## config.mk

```make
export PLATFORM = sky130hd
export DESIGN_NAME = rf_sb_flat
export DESIGN_NICKNAME = d
export VERILOG_FILES = /design/src/rtl/rf_sb_if.sv /design/src/rtl/rf_sb.sv /design/src/flat_wrapper.sv
export SDC_FILE = /design/constraint.sdc
export NUM_CORES = 2
export LEC_CHECK = 0
export CORE_MARGIN = 2
export CORE_UTILIZATION = 30
export DETAILED_ROUTE_END_ITERATION = 10
export DONT_BUFFER_PORTS = 1
export GPL_TIMING_DRIVEN = 0
export SLEW_MARGIN = 20
export SYNTH_ARGS = -nofsm -noshare
export SYNTH_HDL_FRONTEND = slang
export SYNTH_SLANG_ARGS = --single-unit
export TNS_END_PERCENT = 30
```

## constraint.sdc

```tcl
create_clock -name clk -period 2.5 [get_ports clk]
set_input_delay 0.125 -clock clk [delete_from_list [all_inputs] [get_ports clk]]
set_output_delay 0.125 -clock clk [all_outputs]
set_load 0.01 [all_outputs]
```

## src/rtl/rf_sb_if.sv

```systemverilog
// Decode-stage register file bus: writeback port, scoreboard set port and two read ports.
interface rf_sb_if #(
  parameter int unsigned DATA_W = 32,
  parameter int unsigned ADDR_W = 5
);
  logic              we;
  logic [ADDR_W-1:0] wa;
  logic [DATA_W-1:0] wd;
  logic [ADDR_W-1:0] ra1;
  logic [ADDR_W-1:0] ra2;
  logic [DATA_W-1:0] rd1;
  logic [DATA_W-1:0] rd2;
  logic              sb_set;
  logic [ADDR_W-1:0] sb_addr;
  logic              busy1;
  logic              busy2;

  modport master (
    output we, wa, wd, ra1, ra2, sb_set, sb_addr,
    input  rd1, rd2, busy1, busy2
  );

  modport slave (
    input  we, wa, wd, ra1, ra2, sb_set, sb_addr,
    output rd1, rd2, busy1, busy2
  );
endinterface

```

## src/rtl/rf_sb.sv

```systemverilog
// Two-read / one-write register file with per-register pending-write scoreboard; r0 reads zero.
// Optional macro RF_BYPASS_EN: same-cycle write-through forwarding on both read ports.
module rf_sb #(
  parameter int unsigned DATA_W = 32,
  parameter int unsigned ADDR_W = 5
) (
  input  logic clk,
  input  logic rst_n,
  rf_sb_if.slave bus
);
  localparam int unsigned DEPTH = 1 << ADDR_W;

  logic [DATA_W-1:0] r_mem [DEPTH];
  logic [DEPTH-1:0]  r_busy;

  logic              w_wr_ok;
  logic              w_set_ok;
  logic [DATA_W-1:0] w_rd1;
  logic [DATA_W-1:0] w_rd2;
  logic              w_busy1;
  logic              w_busy2;

  assign w_wr_ok  = bus.we && (bus.wa != '0);
  assign w_set_ok = bus.sb_set && (bus.sb_addr != '0);

  // The set follows the clear so a same-address issue (younger) keeps the bit set.
  always_ff @(posedge clk or negedge rst_n) begin
    if (!rst_n) begin
      for (int unsigned i = 0; i < DEPTH; i++) begin
        r_mem[i] <= '0;
      end
      r_busy <= '0;
    end else begin
      if (w_wr_ok) begin
        r_mem[bus.wa]  <= bus.wd;
        r_busy[bus.wa] <= 1'b0;
      end
      if (w_set_ok) begin
        r_busy[bus.sb_addr] <= 1'b1;
      end
    end
  end

  always_comb begin
    w_rd1   = (bus.ra1 == '0) ? '0 : r_mem[bus.ra1];
    w_rd2   = (bus.ra2 == '0) ? '0 : r_mem[bus.ra2];
    w_busy1 = (bus.ra1 == '0) ? 1'b0 : r_busy[bus.ra1];
    w_busy2 = (bus.ra2 == '0) ? 1'b0 : r_busy[bus.ra2];
`ifdef RF_BYPASS_EN
    if (w_wr_ok && (bus.wa == bus.ra1)) begin
      w_rd1   = bus.wd;
      w_busy1 = 1'b0;
    end
    if (w_wr_ok && (bus.wa == bus.ra2)) begin
      w_rd2   = bus.wd;
      w_busy2 = 1'b0;
    end
`endif
  end

  assign bus.rd1   = w_rd1;
  assign bus.rd2   = w_rd2;
  assign bus.busy1 = w_busy1;
  assign bus.busy2 = w_busy2;
endmodule

```

## src/flat_wrapper.sv

```systemverilog
// flat-port wrapper written by rule: the top's interface ports become plain ports
module rf_sb_flat 
#(
  parameter int unsigned DATA_W = 32,
  parameter int unsigned ADDR_W = 5
)
  (clk, rst_n, bus_we, bus_wa, bus_wd, bus_ra1, bus_ra2, bus_sb_set, bus_sb_addr, bus_rd1, bus_rd2, bus_busy1, bus_busy2);
  rf_sb_if #(.DATA_W(DATA_W), .ADDR_W(ADDR_W)) bus_i ();
  input  logic clk;
  input  logic rst_n;
  input wire logic [$bits(bus_i.we)-1:0] bus_we;
  input wire logic [$bits(bus_i.wa)-1:0] bus_wa;
  input wire logic [$bits(bus_i.wd)-1:0] bus_wd;
  input wire logic [$bits(bus_i.ra1)-1:0] bus_ra1;
  input wire logic [$bits(bus_i.ra2)-1:0] bus_ra2;
  input wire logic [$bits(bus_i.sb_set)-1:0] bus_sb_set;
  input wire logic [$bits(bus_i.sb_addr)-1:0] bus_sb_addr;
  output wire logic [$bits(bus_i.rd1)-1:0] bus_rd1;
  output wire logic [$bits(bus_i.rd2)-1:0] bus_rd2;
  output wire logic [$bits(bus_i.busy1)-1:0] bus_busy1;
  output wire logic [$bits(bus_i.busy2)-1:0] bus_busy2;
  assign bus_i.we = bus_we;
  assign bus_i.wa = bus_wa;
  assign bus_i.wd = bus_wd;
  assign bus_i.ra1 = bus_ra1;
  assign bus_i.ra2 = bus_ra2;
  assign bus_i.sb_set = bus_sb_set;
  assign bus_i.sb_addr = bus_sb_addr;
  assign bus_rd1 = bus_i.rd1;
  assign bus_rd2 = bus_i.rd2;
  assign bus_busy1 = bus_i.busy1;
  assign bus_busy2 = bus_i.busy2;
  rf_sb #(.DATA_W(DATA_W), .ADDR_W(ADDR_W)) u_core (.clk(clk), .rst_n(rst_n), .bus(bus_i));
endmodule
```

==> summary.md <==
| Metric | Value |
|---|---|
| Area taken by multi-input logic gates | `0.0289 mm2` |
| Overall die height | `approximately 440 um` |
| Flip-flop and latch count after synthesis | `approximately 1100` |
| Clock transition at the registers of the reported paths | `approximately 70 ps` |
| Met2 routed wirelength | `108000 um` |
| Post-detailed-route DRC marker count | `4` |
| Total placed instance area | `roughly 0.060 mm2` |
| Hold buffer count at cts | `between 50 and 60` |
| Relative area change from synthesis to final layout | `16.7%` |
| Placed Cells | `around 6300` |
| Chip Width | `439 um` |
| Launching point of the worst reg2reg path | `u_core.r_busy[31]` |
| Number of enable flip-flop cells after synthesis | `0` |
| Fraction of synthesis flops using an asynchronous set or reset pin | `100%` |
| Initial detailed-routing violation count | `~4700` |
| Initial antenna violation count | `22` |
| Final Setup Violations | `30` |
| Max-slew violations | `0` |
| Clock tree root buffer cell | `sky130_fd_sc_hd__clkbuf_16` |
| Max rail drop VDD | `634 uV` |
| Source-to-sink clock delay at the later pin of the worst-skew pair | `750 ps` |
| First-pass GRT wire length | `about 320000 um` |
| Number of iterations in the first detailed-routing pass | `9` |
| Worst-case reg-to-reg path depth | `3` |
| Dpl ws | `-1200 ps` |
| Shortest period the worst path allows | `approximately 2600 ps` |
| Total Die Area | `~0.19 mm2` |
| Worst clock skew | `0 ps` |
| Longest individual stage delay on the worst path | `around 580 ps` |
| Standby leakage power | `27.6 nW` |
| Unrepaired setup endpoints after global routing | `true` |
| Critical setup path kind | `flop to primary output` |
| Top-Level Pins | `around 120` |
| Worst Setup Start Kind | `flop` |
| Achievable Freq | `379 MHz` |
| Via count | `roughly 39000` |
| Maximum level of the CTS H-tree | `3` |
| Top metal layer carrying routed signals | `met5` |
| Gp weighted congestion | `0.929` |
| Number of warnings issued by yosys | `0` |
| Cells after synthesis | `around 3800` |
| Path type of the worst min-delay path | `input port to asynchronous set/reset pin` |
| Standard-cell row count | `~160` |
| Hpwl dp | `between 150000 and 200000 um` |
| Power density relative to cell area | `781 mW/mm2` |
| Wire length per cell after detailed routing | `between 30 and 40 um` |
| Distinct cells, synth | `51` |
| Number of hold violations in the final report | `88` |
| Core Footprint | `around 0.19 mm2` |
| Largest net degree at the start of global routing | `between 150 and 200` |
| Data required time of the worst path | `about 2400 ps` |
| Sinks on Clock Net | `1056` |
| Number of global-route vias before repair | `40500` |
| Starting Density | `30.2%` |
| TritonCTS clock tree | `yes` |
| Inserted Clock Buffers | `between 100 and 150` |
| PnR worst setup slack | `-142 ps` |
| Final cycle utilization of the critical path | `106%` |
| Synthesized Nets | `approximately 3800` |
| Global router's overall resource usage | `a little under a quarter` |
| Arrival time reported for the critical path endpoint | `between 2000 and 3000 ps` |
| Average footprint of a synthesized cell | `between 15 and 20 um2` |
| Transition time at the pin with the least slew margin | `1150 ps` |
| Rel. slew slack | `between 20% and 30%` |
| Sequential cell area | `between 0.02 and 0.03 mm2` |
| Post-DRT Antenna Nets | `0` |
| Most used DFF post-synth | `sky130_fd_sc_hd__dfrtp_1` |
| Detail-routed via count per cell | `about 6` |
| Violations in the final reports | `design-rule violations, negative hold slack, negative setup slack` |
| Final WL | `~230000 um` |
| Number of inserted filler cells in the final layout | `18100` |
| Master of the slowest instance on the critical path | `sky130_fd_sc_hd__a311oi_4` |
| Maximum clock insertion buffer count | `3` |
| Total length of routed met3 wires | `roughly 21000 um` |
| Final Hold Slack | `-415 ps` |
| Number of I/O port buffers | `0` |
| Nets | `about 4000` |
| Status | `complete, but fails checks` |
| MaxCap Viol Count | `0` |
| Sequential fraction of the synthesis area | `a little under half` |
| Fraction of final layout cells sized beyond drive strength 1 | `~54%` |
| Cell area after synthesis | `roughly 0.057 mm2` |
| Final design instance area without fill | `0.0662 mm2` |
| Crit path cell chain | `mux2i_1 -> a221oi_1 -> o21ai_1 -> a311oi_4` |
| Final non-filler cell total | `between 6000 and 7000` |
| Remaining global-route overflow | `0` |
| Critical path startpoint | `u_core.r_mem[288]` |
| Endpoint kind of the worst setup timing path | `primary output` |
| Crit path max fanout | `3` |
| Met1 routed wirelength after detailed routing | `86500 um` |
## synth_stat cells (4+ instances only)
library cell,count,area (um2)
sky130_fd_sc_hd__inv_1,15,56.3
sky130_fd_sc_hd__nor2b_1,75,469
sky130_fd_sc_hd__nor3_2,4,40.0
sky130_fd_sc_hd__nand2b_1,5,31.3
sky130_fd_sc_hd__o22ai_1,11,68.8
sky130_fd_sc_hd__o21ai_0,83,415
sky130_fd_sc_hd__nand2_1,47,176
sky130_fd_sc_hd__a32o_1,4,40.0
sky130_fd_sc_hd__o2111ai_1,14,123
sky130_fd_sc_hd__buf_2,147,736
sky130_fd_sc_hd__buf_4,58,435
sky130_fd_sc_hd__a221oi_1,51,447
sky130_fd_sc_hd__clkbuf_2,4,20.0
sky130_fd_sc_hd__a22oi_1,66,495
sky130_fd_sc_hd__clkbuf_1,185,694
sky130_fd_sc_hd__a22o_1,11,96.3
sky130_fd_sc_hd__a311oi_2,4,60.1
sky130_fd_sc_hd__a311oi_1,62,543
sky130_fd_sc_hd__a211oi_1,66,495
sky130_fd_sc_hd__buf_6,44,495
sky130_fd_sc_hd__nand4_1,4,25.0
sky130_fd_sc_hd__buf_12,4,80.1
sky130_fd_sc_hd__dfrtp_1,1056,26400
sky130_fd_sc_hd__nor2_2,8,50.1
sky130_fd_sc_hd__mux4_2,459,10300
sky130_fd_sc_hd__mux2_2,1048,11800
sky130_fd_sc_hd__o21ai_1,37,185
sky130_fd_sc_hd__mux2i_1,132,1320
sky130_fd_sc_hd__nor2_1,6,22.5
sky130_fd_sc_hd__mux2_1,10,113
## worst max-delay path, delay by kind of cell (launching register included)
family,cells,cell delay (ps)
AO/OA/AOI/OAI,3,1260
flip-flops,1,370
multiplexers,1,90
## through the flow
stage               hold WS [ps]  util (%)  power (mW)  setup TNS [ps]
CTS                         -234      35.0        51.3           -1170
global route                -354      35.2        53.3            -768
floorplan                   -171         -        29.9               0
finish                      -415      35.2        51.7           -1460
detailed placement          -162      32.1        33.5          -67510
global placement           -58.0      31.9        32.6          -78220
## timing repair
action / CTS / global route
setup endpoints to repair: 66 / 43
gates resized for setup: 216 / 60
setup buffers: 7 / 0
endpoints found under the hold margin: 1166 / 86
pin swaps: 31 / 10
## state kept, by name, indices dropped and copies added (netlist names)
register,cells
u_core.r_mem,1024
u_core.r_busy,32
## cell usage in the layout (no fill, tap or decap), drive strengths merged, types with 5 or more instances in the layout
cell,synthesis,final
clkbuf,190,355
clkinvlp,0,6
dfrtp,1056,1056
nand2,47,47
dlygate4sd3,0,52
o22ai,11,11
nor3,7,7
clkinv,0,27
a22oi,66,66
a221oi,52,52
bufinv,0,6
nand4,5,5
a22o,11,11
a311oi,66,66
a211oi,66,66
mux2,1058,1058
mux4,462,462
diode,0,20
o2111ai,14,14
buf,253,279
o21ai,120,120
mux2i,132,132
nor2b,75,75
nor2,16,16
inv,15,16
nand2b,5,5
## logic make-up after synthesis
logic type,share of synthesized area [%]
AO/OA/AOI/OAI,5.32
buffers and inverters,4.45
multiplexers,41.7
flip-flops,46.6
AND/OR/NAND/NOR,1.91
## where the power goes
group | leakage [nW] | switching (mW) | internal [mW] | total [mW]
Sequential | 13.5 | 2.46 | 20.4 | 22.8
Clock | 1.86 | 7.60 | 9.84 | 17.4
Combinational | 12.2 | 5.13 | 6.28 | 11.4
Total | 27.6 | 15.2 | 36.5 | 51.7
## worst paths after layout
check / end / slack [ps]
max: bus_rd2[0] / -140
min: u_core.r_mem[953] / -410
max reg2reg: u_core.r_busy[31] / 900
min reg2reg: u_core.r_mem[1000] / 470
max in group asynchronous: u_core.r_mem[74] / 670
min in group clk: u_core.r_mem[33] / 0
## layout make-up
type | instances | area share (%)
Inverter | 15 | 0.0851
Clock inverter | 40 | 0.711
Buffer | 442 | 4.03
Tap cell | 2495 | 4.72
Clock buffer | 165 | 5.02
Sequential cell | 1056 | 39.9
Multi-Input combinational cell | 2246 | 43.7
Antenna cell | 20 | 0.0756
Timing Repair Buffer | 79 | 1.69
## per-layer routing
layer / vias to the layer above / global-route usage [%]
met1: 21400 / 28.7
met4: 10 / 16.5
li1: 15000 / -
met2: 2342 / 37.2
met5: - / 0
met3: 697 / 6.53
Note: power is estimated with default switching activity, not from simulation.
